--- src/rtl/pipeline_ctrl_pkg.sv ---
// Shared constants for the MIPS pipeline controller: PC source and forwarding
// select codes, FSM state type, and the forwarding-priority helper.
package pipeline_ctrl_pkg;

    localparam logic [2:0] PC_NEXT     = 3'd0;
    localparam logic [2:0] PC_JUMP     = 3'd1;
    localparam logic [2:0] PC_FWD_DATA = 3'd2;
    localparam logic [2:0] PC_BRANCH   = 3'd3;

    localparam logic [1:0] FWD_RF  = 2'b00;
    localparam logic [1:0] FWD_EXE = 2'b01;
    localparam logic [1:0] FWD_MEM = 2'b10;
    localparam logic [1:0] FWD_DIN = 2'b11;

    typedef enum logic {
        ST_RUN,
        ST_MEM_WAIT
    } state_t;

    // EXE result wins over MEM; a load still in EXE has no data yet.
    function automatic logic [1:0] fwd_sel(
        input logic [4:0] src,
        input logic [4:0] exe_addr,
        input logic       exe_wen,
        input logic       exe_load,
        input logic [4:0] mem_addr,
        input logic       mem_wen,
        input logic       mem_ren
    );
        if (src == 5'd0)
            return FWD_RF;
        else if (exe_wen && !exe_load && exe_addr == src)
            return FWD_EXE;
        else if (mem_wen && mem_ren && mem_addr == src)
            return FWD_DIN;
        else if (mem_wen && mem_addr == src)
            return FWD_MEM;
        else
            return FWD_RF;
    endfunction

endpackage

--- src/rtl/pipeline_ctrl_hazard_detect.sv ---
// Combinational hazard detection: ID-stage forwarding selects, load-use
// stall request and store-data forward from WB.
module hazard_detect
    import pipeline_ctrl_pkg::*;
(
    input  logic [4:0] i_addr_rs_id,
    input  logic [4:0] i_addr_rt_id,
    input  logic       i_rs_used,
    input  logic       i_rt_used,
    input  logic       i_is_store_id,
    input  logic [4:0] i_regw_addr_exe,
    input  logic [4:0] i_regw_addr_mem,
    input  logic       i_wb_wen_exe,
    input  logic       i_wb_wen_mem,
    input  logic       i_is_load_exe,
    input  logic       i_mem_ren_mem,
    output logic [1:0] o_fwd_a,
    output logic [1:0] o_fwd_b,
    output logic       o_load_use,
    output logic       o_fwd_m
);

    logic w_rs_hit_exe;
    logic w_rt_hit_exe;

    assign w_rs_hit_exe = (i_addr_rs_id != 5'd0) && (i_addr_rs_id == i_regw_addr_exe);
    assign w_rt_hit_exe = (i_addr_rt_id != 5'd0) && (i_addr_rt_id == i_regw_addr_exe);

    assign o_fwd_a = fwd_sel(i_addr_rs_id, i_regw_addr_exe, i_wb_wen_exe, i_is_load_exe,
                             i_regw_addr_mem, i_wb_wen_mem, i_mem_ren_mem);
    assign o_fwd_b = fwd_sel(i_addr_rt_id, i_regw_addr_exe, i_wb_wen_exe, i_is_load_exe,
                             i_regw_addr_mem, i_wb_wen_mem, i_mem_ren_mem);

    // A store's rt is consumed late, so it is served from WB instead of stalling.
    assign o_load_use = i_is_load_exe && i_wb_wen_exe &&
                        ((i_rs_used && w_rs_hit_exe) ||
                         (i_rt_used && !i_is_store_id && w_rt_hit_exe));
    assign o_fwd_m    = i_is_store_id && i_is_load_exe && w_rt_hit_exe;

endmodule

--- src/rtl/pipeline_ctrl.sv ---
// Hazard and stage-sequencing controller for the 5-stage MIPS pipeline with
// variable-latency memory wait FSM, timeout flag and performance counters.
module pipeline_ctrl
    import pipeline_ctrl_pkg::*;
#(
    parameter int TIMEOUT    = 255,
    parameter int CNT_W      = 32,
    parameter bit DELAY_SLOT = 1'b0
) (
    input  logic             clk,
    input  logic             rst,
    input  logic [4:0]       addr_rs_id,
    input  logic [4:0]       addr_rt_id,
    input  logic             rs_used,
    input  logic             rt_used,
    input  logic             is_store_id,
    input  logic             is_beq,
    input  logic             is_bne,
    input  logic [2:0]       pc_src_dec,
    input  logic             a_b_equal,
    input  logic [4:0]       regw_addr_exe,
    input  logic [4:0]       regw_addr_mem,
    input  logic             wb_wen_exe,
    input  logic             wb_wen_mem,
    input  logic             is_load_exe,
    input  logic             mem_ren_mem,
    input  logic             mem_wen_mem,
    input  logic             inst_ack,
    input  logic             mem_ack,
    output logic             if_rst,
    output logic             id_rst,
    output logic             exe_rst,
    output logic             mem_rst,
    output logic             wb_rst,
    output logic             if_en,
    output logic             id_en,
    output logic             exe_en,
    output logic             mem_en,
    output logic             wb_en,
    output logic [1:0]       fwd_a_ctrl,
    output logic [1:0]       fwd_b_ctrl,
    output logic             fwd_m,
    output logic [2:0]       pc_src_ctrl,
    output logic             mem_timeout,
    output logic [CNT_W-1:0] cyc_cnt,
    output logic [CNT_W-1:0] stall_cnt,
    output logic [CNT_W-1:0] flush_cnt
);

    localparam int WAIT_W = $clog2(TIMEOUT + 1);
    localparam logic [WAIT_W-1:0] WAIT_MAX = WAIT_W'(TIMEOUT);
    localparam logic [WAIT_W-1:0] WAIT_LAST = WAIT_W'(TIMEOUT - 1);

    state_t            r_state, w_state_nxt;
    logic [WAIT_W-1:0] r_wait_cnt;

    logic [1:0] w_fwd_a, w_fwd_b;
    logic       w_load_use, w_fwd_m;
    logic       w_mem_stall, w_taken, w_redirect, w_stall, w_flush;
    logic [2:0] w_pc_res;

    hazard_detect u_hazard_detect (
        .i_addr_rs_id   (addr_rs_id),
        .i_addr_rt_id   (addr_rt_id),
        .i_rs_used      (rs_used),
        .i_rt_used      (rt_used),
        .i_is_store_id  (is_store_id),
        .i_regw_addr_exe(regw_addr_exe),
        .i_regw_addr_mem(regw_addr_mem),
        .i_wb_wen_exe   (wb_wen_exe),
        .i_wb_wen_mem   (wb_wen_mem),
        .i_is_load_exe  (is_load_exe),
        .i_mem_ren_mem  (mem_ren_mem),
        .o_fwd_a        (w_fwd_a),
        .o_fwd_b        (w_fwd_b),
        .o_load_use     (w_load_use),
        .o_fwd_m        (w_fwd_m)
    );

    assign w_mem_stall = (mem_ren_mem || mem_wen_mem) && !mem_ack;
    assign w_taken     = (is_beq && a_b_equal) || (is_bne && !a_b_equal);
    assign w_redirect  = w_taken || pc_src_dec == PC_JUMP || pc_src_dec == PC_FWD_DATA;
    assign w_pc_res    = w_taken ? PC_BRANCH : ((is_beq || is_bne) ? PC_NEXT : pc_src_dec);

    always_comb begin
        {if_rst, id_rst, exe_rst, mem_rst, wb_rst} = '0;
        {if_en, id_en, exe_en, mem_en, wb_en}      = '1;
        fwd_a_ctrl  = w_fwd_a;
        fwd_b_ctrl  = w_fwd_b;
        fwd_m       = w_fwd_m;
        pc_src_ctrl = w_pc_res;
        w_stall     = 1'b0;
        w_flush     = 1'b0;
        if (rst) begin
            {if_rst, id_rst, exe_rst, mem_rst, wb_rst} = '1;
            fwd_a_ctrl  = FWD_RF;
            fwd_b_ctrl  = FWD_RF;
            fwd_m       = 1'b0;
            pc_src_ctrl = PC_NEXT;
        end else if (w_mem_stall) begin
            {if_en, id_en, exe_en, mem_en, wb_en} = '0;
            w_stall = 1'b1;
        end else if (w_load_use) begin
            // Branch compare may use stale data here; retry after the bubble.
            if_en       = 1'b0;
            id_en       = 1'b0;
            exe_rst     = 1'b1;
            pc_src_ctrl = PC_NEXT;
            w_stall     = 1'b1;
        end else if (w_redirect) begin
            if (!DELAY_SLOT) begin
                id_rst  = 1'b1;
                w_flush = 1'b1;
            end
        end else if (!inst_ack) begin
            if_en   = 1'b0;
            id_rst  = 1'b1;
            w_stall = 1'b1;
        end
    end

    always_comb begin
        w_state_nxt = r_state;
        case (r_state)
            ST_RUN:      if (w_mem_stall) w_state_nxt = ST_MEM_WAIT;
            ST_MEM_WAIT: if (mem_ack)     w_state_nxt = ST_RUN;
            default:     w_state_nxt = ST_RUN;
        endcase
    end

    always_ff @(posedge clk) begin
        if (rst) begin
            r_state     <= ST_RUN;
            r_wait_cnt  <= '0;
            mem_timeout <= 1'b0;
            cyc_cnt     <= '0;
            stall_cnt   <= '0;
            flush_cnt   <= '0;
        end else begin
            r_state <= w_state_nxt;
            cyc_cnt <= cyc_cnt + 1'b1;
            if (w_stall) stall_cnt <= stall_cnt + 1'b1;
            if (w_flush) flush_cnt <= flush_cnt + 1'b1;
            if (r_state == ST_MEM_WAIT && !mem_ack) begin
                if (r_wait_cnt != WAIT_MAX) r_wait_cnt <= r_wait_cnt + 1'b1;
                if (r_wait_cnt >= WAIT_LAST) mem_timeout <= 1'b1;
            end else begin
                r_wait_cnt <= '0;
            end
        end
    end

endmodule

--- config.mk ---
export PLATFORM = sky130hd
export DESIGN_NAME = pipeline_ctrl
export DESIGN_NICKNAME = d
export VERILOG_FILES = /design/src/rtl/pipeline_ctrl_pkg.sv /design/src/rtl/pipeline_ctrl_hazard_detect.sv /design/src/rtl/pipeline_ctrl.sv
export SDC_FILE = /design/constraint.sdc
export NUM_CORES = 1
export LEC_CHECK = 0
export ABC_CLOCK_PERIOD_IN_PS = 5800
export CAP_MARGIN = 10
export CORE_ASPECT_RATIO = 1.4
export CORE_MARGIN = 2
export CORE_UTILIZATION = 40
export DETAILED_ROUTE_END_ITERATION = 6
export PLACE_DENSITY = 0.69
export SETUP_SLACK_MARGIN = 0.3
export SYNTH_ARGS = -nofsm -noshare
export SYNTH_HDL_FRONTEND = slang
export SYNTH_SLANG_ARGS = --single-unit
export TNS_END_PERCENT = 100
--- constraint.sdc ---
create_clock -name clk -period 5.8 [get_ports clk]
set_input_delay 1.16 -clock clk [delete_from_list [all_inputs] [get_ports clk]]
set_output_delay 1.16 -clock clk [all_outputs]
set_load 0.02 [all_outputs]
==> reports/metrics.cfg <==
[run_status]
status=finished clean

[synthesis]
synth.distinct_cells=49
syn-cell-area_sq_mm=0.00547
syn_avg_cell_area_sq_um=8.16
synth_edf_count=0
ys_ff_latch=106
async_flop_share_pct=0
synthFlopType=dfxtp_1
synth_warnings=0
syn_inst=671
synth_area_leaders=dfxtp_1, a21oi_1, xnor2_1
synth_top_area_cell=dfxtp_1
ys_seq_area_share_pct=38.8
yosysTopAreaCellShare_pct=38.8
synth_nets=714

[timing]
period_minus_slack_ns=4.99
fmax_mhz=200
worstMarginPinSlew_ns=0.980
rsz0062_at_grt=false
slew_headroom_pct=34.2
drv_slew=0
finalCritPeriodShare_pct=86.0
hold_violations=0
setup_violations=0
finalClockSkew_ns=0.0107
worst_hold_slack_ns=0.475
setup-tns-final_ns=0

[die]
num_rows=50
core-area_sq_mm=0.0134
die_area_sq_mm=0.0147
die_x_um=103
start_util_pct=40.9
ios=153
die_h_um=142

[cells_and_area]
finalInstanceArea_sq_mm=0.00742
layout_commonest_cell=clkdlybuf4s50_1
layout_common_cells=clkdlybuf4s50_1, dfxtp_1, nor2_1
nNetsFinal=843
diodes=0
area_growth_pct=35.6
drive_gt1_share_pct=5.84

[global_routing]
grt_pass1_wl_um=25200
overflow=0
grt_pass1_vias=5113
grt_max_degree=92
track_usage_pct=21.3
antenna_found_initial=0

[worst_setup_path]
rrSetupSlack_ns=3.17
critPathKind=primary input to output port
critPathArrivalTime_ns=3.83
required_ns=4.64
rr_endpoint=flush_cnt[30]$_SDFFE_PP0P_
reg2reg_from=flush_cnt[3]$_SDFFE_PP0P_
worst_setup_path_start_kind=primary input
reg2reg_depth=6
worst_setup_path_end_kind=output port
worstPathMaxFanout=13

[pwr]
power.internal_mw=1.20
ir_worst_vdd_mv=0.120
leakagePower_nw=2.35
combinationalPowerShare_pct=9.4
sw_frac_of_total_pct=23.0
power_mw=1.56
p_sw_mw=0.359
seq_power_share_pct=47.5
clock_power_share_pct=43.0
powerDensity_mw_per_mm2=210

[clock_network]
cts_made_buffers=9
cts_sinks=106
cts_tree=built
worstSkewPairLatency_ns=0.34
ctsResizeCount=0
clk_pin_slew_ns=0.07
clockRootBuffer=clkbuf_16
clk_path_buf_depth=2
hold_buffers=0
cts_setup_buffers=0
htree_levels=3

[drt]
drc=0
wl_per_cell_um=15.8
routed_wl_um=15600
drt_iter0_drc=206
antenna_left=0
firstDrtPassIters=5
vias=5444
viasPerCell=5.52

[placement]
gp_congestion=0.875
dpl_cell_area_sq_mm=0.00709
dpl.hpwl_um=11600
io_buffers=152

[run]
maxCapViolations=0

[min_path]
worstHoldEndpoint=cyc_cnt[0]$_SDFF_PP0_
hold-path-cell-count=1
holdCritPathClass=flop to flop
hold_path_startpoint=cyc_cnt[0]$_SDFF_PP0_

[layer usage]
layer | vias up | global-route usage, % | routed length, um | part of all wire (%)
li1 | 2695 | - | - | -
met5 | - | 0 | 0 | 0
met1 | 2589 | 27.5 | 6700 | 43
met3 | 24 | 2.75 | 665 | 4.3
met2 | 136 | 35.9 | 7980 | 51
met4 | 0 | 7.89 | 293 | 1.9
[power groups by stage]
stage | clock network, mW | logic (mW) | registers [mW]
detailed placement | 0 | 0.147 | 0.759
finish | 0.672 | 0.147 | 0.742
global placement | 0 | 0.145 | 0.759
floorplan | 0 | 0.0698 | 0.764
global route | 0.710 | 0.159 | 0.743
CTS | 0.689 | 0.148 | 0.742
[synthesized netlist by cell type (all sizes together) (22+ instances only)]
cell type / count
o21ai: 35
clkbuf: 26
xor2: 23
nor2: 70
nand4: 22
nand2: 38
or3: 35
nand3: 44
or4: 22
dfxtp: 106
a21oi: 60
xnor2: 34
[cell families after synthesis]
group	count (synthesis)	synth area share (%)
AO/OA/AOI/OAI	128	13.4
multiplexers	9	1.76
buffers and inverters	49	3.95
flip-flops	106	38.8
AND/OR/NAND/NOR	317	31.9
XOR/XNOR	57	9.12
adder cells (fa/ha/maj)	5	1.14
[sequential cells by signal, summed over array words and instances (netlist names)]
name / count
cyc_cnt: 32
flush_cnt: 32
stall_cnt: 32
r_wait_cnt: 8
mem_timeout: 1
r_state: 1
[worst max-delay path, cell delays in order]
cell and delay, ns:
clkdlybuf4s50_1 0.48, nor3_1 0.32, nand2_1 0.15, and4_1 0.33, or3_1 0.57, o21bai_1 0.20, clkdlybuf4s50_1 0.63
[how the worst max path moves through the flow]
stage             startpoint      to  slack (ns)  cells past startpoint
5_1_grt        addr_rs_id[0]  id_rst        0.68                      7
2_1_floorplan  addr_rt_id[1]   if_en        1.71                      7
6_report       addr_rs_id[0]  id_rst        0.81                      7
3_3_place_gp   addr_rt_id[0]   if_en        0.87                      8
3_5_place_dp   addr_rs_id[0]  id_rst        0.80                      7
4_1_cts        addr_rs_id[0]  id_rst        0.79                      7
[metrics by stage]
| step | setup slack [ns] | instances | util [%] |
|---|---|---|---|
| after floorplan | 1.71 | 671 | - |
| after global placement | 0.866 | 971 | 53.0 |
| after detailed placement | 0.804 | 971 | 53.0 |
| after CTS | 0.791 | 987 | 55.4 |
| after global routing | 0.685 | 987 | 55.4 |
| final | 0.809 | 987 | 55.4 |
[cell type report]
type / count / area, sq um
multi-input cells: 516 / 3150
clock buffers: 12 / 256
inverters: 10 / 37.5
repair buffers: 157 / 1560
flip-flops and latches: 106 / 2120
fillers: 1290 / 5970
well taps: 182 / 228
clock inverters: 4 / 73.8
Note: power is estimated with default switching activity, not from simulation.
